$ cat src/rtl/lcd_dbg_frame_builder.sv
// Purpose: snapshot CPU/RAM debug state on a refresh edge and stream it as a 2x16 uppercase-hex ASCII frame.
// Latency: first character valid the cycle after the capturing edge; 32 accepted chars, then one frame_done cycle.
// Backpressure: char_valid/char_data/char_pos are registers and hold while char_ready is low; refresh edges outside IDLE are dropped.
module lcd_dbg_frame_builder #(
  parameter int NUM_REGS       = 12,
  parameter bit SKIP_UNCHANGED = 1'b1
) (
  input  logic        qzt_clk,
  input  logic        reset,
  input  logic        refresh,
  input  logic        switch_flag,
  input  logic [3:0]  dbg_reg,
  input  logic [95:0] cpu_interface,
  input  logic [7:0]  ram_addr,
  input  logic [7:0]  ram_data,
  input  logic        char_ready,
  output logic        char_valid,
  output logic [7:0]  char_data,
  output logic [4:0]  char_pos,
  output logic        busy,
  output logic        frame_done
);

  // Fixed frame text; variable fields are blanks overwritten by f_glyph.
  localparam logic [255:0] CPU_TXT = {"CPU ", "  ", " = ", "  ", "     ", "REG #", " ", "          "};
  localparam logic [255:0] RAM_TXT = {"RAM ADDR = ", "     ", "RAM DATA = ", "     "};
  localparam logic [191:0] NAMES   = "PCIRSTW Z A B C SPADDODI";

  typedef enum logic [1:0] {S_IDLE, S_EMIT, S_DONE} state_t;

  state_t      r_state;
  logic        r_refresh_q;
  logic [16:0] r_snap;
  logic [16:0] r_last;
  logic        r_last_vld;
  logic        r_char_valid;
  logic [7:0]  r_char_data;
  logic [4:0]  r_char_pos;
  logic        r_busy;
  logic        r_frame_done;

  logic [7:0]  w_sel;
  logic [16:0] w_content;
  logic        w_req;
  logic        w_skip;

  // Snapshot layout: {view, addr-or-{0,index}, data-or-field}; an invalid
  // index displays no field value, so its byte is forced to zero so that
  // unrelated field changes cannot defeat the unchanged-frame skip.
  function automatic logic [7:0] f_hex(input logic [3:0] n);
    return (n < 4'd10) ? (8'h30 + {4'h0, n}) : (8'h37 + {4'h0, n});
  endfunction

  function automatic logic [7:0] f_glyph(input logic [16:0] snap, input logic [4:0] pos);
    logic [7:0] g;
    logic       ok;
    int         p;
    int         k;
    p  = int'(pos);
    k  = int'(snap[11:8]);
    ok = (k < NUM_REGS) && (k < 12);
    if (!ok) k = 0;
    if (snap[16]) begin
      g = RAM_TXT[8*(31-p) +: 8];
      case (pos)
        5'd11:   g = f_hex(snap[15:12]);
        5'd12:   g = f_hex(snap[11:8]);
        5'd27:   g = f_hex(snap[7:4]);
        5'd28:   g = f_hex(snap[3:0]);
        default: ;
      endcase
    end else begin
      g = CPU_TXT[8*(31-p) +: 8];
      case (pos)
        5'd4:    g = ok ? NAMES[8*(23-2*k) +: 8] : 8'h3F;
        5'd5:    g = ok ? NAMES[8*(22-2*k) +: 8] : 8'h3F;
        5'd9:    g = ok ? f_hex(snap[7:4]) : 8'h2D;
        5'd10:   g = ok ? f_hex(snap[3:0]) : 8'h2D;
        5'd21:   g = f_hex(snap[11:8]);
        default: ;
      endcase
    end
    return g;
  endfunction

  // Live displayed content: selected CPU field or RAM address/data.
  always_comb begin
    w_sel = 8'h00;
    for (int i = 0; i < 12; i++) begin
      if ((int'(dbg_reg) == i) && (i < NUM_REGS)) w_sel = cpu_interface[8*i +: 8];
    end
    w_content = switch_flag ? {1'b1, ram_addr, ram_data} : {1'b0, 4'h0, dbg_reg, w_sel};
  end

  assign w_req  = refresh & ~r_refresh_q;
  assign w_skip = SKIP_UNCHANGED && r_last_vld && (w_content == r_last);

  // Frame sequencer: capture on request, stream 32 glyphs, pulse done, remember frame.
  always_ff @(posedge qzt_clk or posedge reset) begin
    if (reset) begin
      r_state      <= S_IDLE;
      r_refresh_q  <= 1'b0;
      r_snap       <= '0;
      r_last       <= '0;
      r_last_vld   <= 1'b0;
      r_char_valid <= 1'b0;
      r_char_data  <= 8'h00;
      r_char_pos   <= 5'd0;
      r_busy       <= 1'b0;
      r_frame_done <= 1'b0;
    end else begin
      r_refresh_q  <= refresh;
      r_frame_done <= 1'b0;
      case (r_state)
        S_IDLE: begin
          if (w_req && !w_skip) begin
            r_snap       <= w_content;
            r_char_pos   <= 5'd0;
            r_char_data  <= f_glyph(w_content, 5'd0);
            r_char_valid <= 1'b1;
            r_busy       <= 1'b1;
            r_state      <= S_EMIT;
          end
        end
        S_EMIT: begin
          if (char_ready) begin
            if (r_char_pos == 5'd31) begin
              r_char_valid <= 1'b0;
              r_frame_done <= 1'b1;
              r_last       <= r_snap;
              r_last_vld   <= 1'b1;
              r_state      <= S_DONE;
            end else begin
              r_char_pos  <= r_char_pos + 5'd1;
              r_char_data <= f_glyph(r_snap, r_char_pos + 5'd1);
            end
          end
        end
        S_DONE: begin
          r_busy  <= 1'b0;
          r_state <= S_IDLE;
        end
        default: r_state <= S_IDLE;
      endcase
    end
  end

  assign char_valid = r_char_valid;
  assign char_data  = r_char_data;
  assign char_pos   = r_char_pos;
  assign busy       = r_busy;
  assign frame_done = r_frame_done;

endmodule

$ cat config.mk
export PLATFORM = sky130hd
export DESIGN_NAME = lcd_dbg_frame_builder
export DESIGN_NICKNAME = d
export VERILOG_FILES = /design/src/rtl/lcd_dbg_frame_builder.sv
export SDC_FILE = /design/constraint.sdc
export NUM_CORES = 1
export LEC_CHECK = 0
export BUFFER_PORTS_ARGS = -buffer_cell sky130_fd_sc_hd__buf_2
export CAP_MARGIN = 0
export CORE_ASPECT_RATIO = 0.7
export CORE_MARGIN = 1.5
export CORE_UTILIZATION = 50
export DETAILED_ROUTE_END_ITERATION = 16
export MAX_ROUTING_LAYER = met4
export PLACE_DENSITY_LB_ADDON = 0.2
export SYNTH_ARGS = -nofsm -noshare
export SYNTH_HDL_FRONTEND = slang
export SYNTH_SLANG_ARGS = --single-unit
$ cat constraint.sdc
create_clock -name qzt_clk -period 6.7 [get_ports qzt_clk]
set_clock_uncertainty 0.2 [all_clocks]
set_input_delay 0 -clock qzt_clk [delete_from_list [all_inputs] [get_ports qzt_clk]]
set_output_delay 0 -clock qzt_clk [all_outputs]
set_load 0.005 [all_outputs]
==> impl_metrics.py <==
metrics = {
    "sta": {
        "rsz0062_at_grt": "false",
        "setup-tns-final_ns": 0,
        "fmax_mhz": 259,
        "hold_violations": 0,
        "fin_crit_ns": 3.86,
        "hold_slack_ns": 0.0311,
        "setup_viol": 0,
        "maxSlewHeadroom": 0.277,
        "min_period_over_period": 0.576,
        "slew_viol_final": 0,
        "worst_slew_pin_slew_ns": 1.08,
    },
    "floorplan": {
        "die_area_um2": 11400,
        "start_util": 0.516,
        "dieWidth_um": 127,
        "core_um2": 10400,
        "die_h_um": 89.7,
        "ios": 137,
        "num_rows": 31,
    },
    "layout": {
        "layout.nets": 947,
        "drive_above_1_share": 0.227,
        "ff_latch_area_um2": 1330,
        "fillCellCount": 957,
        "multi_input_area_um2": 3640,
        "area_growth_pct": 17.7,
        "diodes": 0,
    },
    "global_routing": {
        "grtUsageTotal": 0.328,
        "grt_pass1_wl_mm": 28.3,
        "grt_pass1_vias": 5383,
        "grt_antenna_before_repair": 0,
        "gr-total-overflow": 0,
        "grt_max_degree": 56,
    },
    "worst_setup_path": {
        "end_kind": "register",
        "critPathArrivalTime_ns": 3.89,
        "start_kind": "register",
        "critical_path_class": "register to register",
        "crit_fanout": 16,
        "reg2reg_slack_ns": 2.84,
        "crit_required_ns": 6.74,
    },
    "synthesis": {
        "syn_avg_cell_area_um2": 7.75,
        "synth_area_um2": 5370,
        "ys_types": 81,
        "synth_async_sr_flop_share": 1.00,
        "ys_ff_latch": 53,
        "syn_nets": 828,
        "ys_seq_area_frac": 0.247,
        "synth_top_area_cell": "dfrtp_1",
        "synthFlopType": "dfrtp_1",
        "ys_warn_count": 0,
        "syn_inst": 692,
        "synth_edf_count": 0,
        "synth_top_area_frac": 0.247,
        "synth.top_cells.by_area": "dfrtp_1 (25%), nand2_1 (5.3%), o21ai_0 (5.2%)",
    },
    "placed_design": {
        "gp_congestion": 0.996,
        "io_buffers": 135,
        "hpwlAfterDp_mm": 14.2,
    },
    "routing": {
        "vias": 5980,
        "drtAntennaViolNets": 0,
        "routed_wl_mm": 18.1,
        "drc_errors": 0,
        "avgViaCountPerCell": 6.33,
        "wire_per_inst_um": 19.1,
        "drt_iter0_markers": 783,
        "firstDrtPassIters": 6,
    },
    "worst_hold_path": {
        "holdCritPathClass": "primary input to register",
    },
    "pwr": {
        "powerDensity_nw_per_um2": 313,
        "irDropWorstVdd_v": 0.000206,
        "p_leak_nw": 2.84,
        "finalPower_mw": 1.98,
    },
    "cts": {
        "clk-insertion-delay-late_ns": 0.29,
        "cts_buffers": 5,
        "cts_resized": 0,
        "htree_levels": 2,
        "clkSinkCount": 53,
        "clockBufferDepth": 2,
        "clk_pin_slew_ns": 0.07,
        "cts_root_buf": "clkbuf_16",
        "cts_tree": "yes",
    },
    "flow_run": {
        "maxCapViolCount": 0,
    },
    "outcome": {
        "status": "completed",
    },
}
==> cell usage after synthesis (all sizes together) (8+ instances only) <==
cell type  instances
nand2             76
o21ai             65
a21oi             55
dfrtp             53
nor2              49
inv               41
nor3              25
clkbuf            24
buf               21
nand3             18
nor2b             18
mux2i             17
ha                15
nand2b            15
mux2              11
nand3b            10
and3               9
o211ai             9
xnor2              9
a211oi             8
a22oi              8
o2111ai            8
==> power by group <==
group          internal [mW]  total, mW  switching, mW
clock                  0.139      0.252          0.113
combinational          0.471       1.19          0.718
sequential             0.402      0.536          0.134
==> layout by cell type (no fill, tap or decap), types with 16 or more instances in the layout <==
cell type	n
buf_2	135
nand3_1	18
nand2_1	76
o21ai_0	56
inv_1	40
dlygate4sd3_1	16
mux2i_1	16
dfrtp_1	53
nor2_1	48
nor2b_1	17
nor3_1	25
a21oi_1	55
==> worst max-delay path, stage by stage (launching register included) <==
cell and delay (ns):
dfrtp_1 0.51, ha_1 0.34, ha_1 0.68, clkinv_1 0.40
nor3_1 0.81, a221oi_1 0.26, o211ai_1 0.22, o311a_1 0.28
a21o_1 0.10
==> path summary, 6_finish.rpt <==
path	start	cells past startpoint	endpoint
min reg2reg	char_data[3]	1	char_data[3]
max	char_pos[1]	8	char_data[3]
min in group asynchronous	reset	3	r_refresh_q
max in group asynchronous	reset	3	r_last[11]
max reg2reg	char_pos[1]	8	char_data[3]
min	ram_data[6]	3	r_snap[6]
==> flip-flops by register name, indices dropped and copies added, names as in the netlist, 2 cells and up <==
name and cells:
r_snap 17, r_state 2, r_last 17, char_data 7, char_pos 5
==> cell families (layout without fill, tap and decap cells) <==
logic type      Yosys count  in the layout  share of synthesized area
other cells               1              1                   0.000699
buf+inv                  87            207                     0.0751
simple gates            257            257                      0.250
flops                    53             53                      0.247
fa+ha+maj                15             15                     0.0350
compound gates          232            232                      0.289
mux                      33             33                     0.0795
xor+xnor                 14             14                     0.0229
==> per-layer routing <==
layer	vias to the layer above	routed length, um	track usage
li1	2796	-	-
met5	-	0	-
met2	330	7170	0.459
met1	2830	8680	0.490
met4	0	166	0.0403
met3	24	2040	0.0764
==> metrics by stage <==
| step | utilization | cells | setup WS [ns] | area (um2) |
|---|---|---|---|---|
| final | 0.607 | 944 | 2.84 | 6310 |
| after global routing | 0.607 | 944 | 2.56 | 6310 |
| after CTS | 0.607 | 944 | 2.93 | 6310 |
| after detailed placement | 0.578 | 920 | 2.62 | 6010 |
| after global placement | 0.578 | 920 | 2.68 | 6010 |
| after floorplan | - | 692 | 3.69 | 5370 |
==> final cells by class <==
type                    instances  share of cell area
multi-input cells             552               0.577
repair buffers                157               0.139
clock inverters                 2             0.00218
flip-flops and latches         53               0.210
well taps                     132              0.0262
clock buffers                   6              0.0204
inverters                      42              0.0250
==> repair_timing <==
action	CTS	global route
hold endpoints to repair	69	0
hold buffers	16	0
endpoints found under the setup margin	0	0
buffers inserted	0	0
Note: power is estimated with default switching activity, not from simulation.
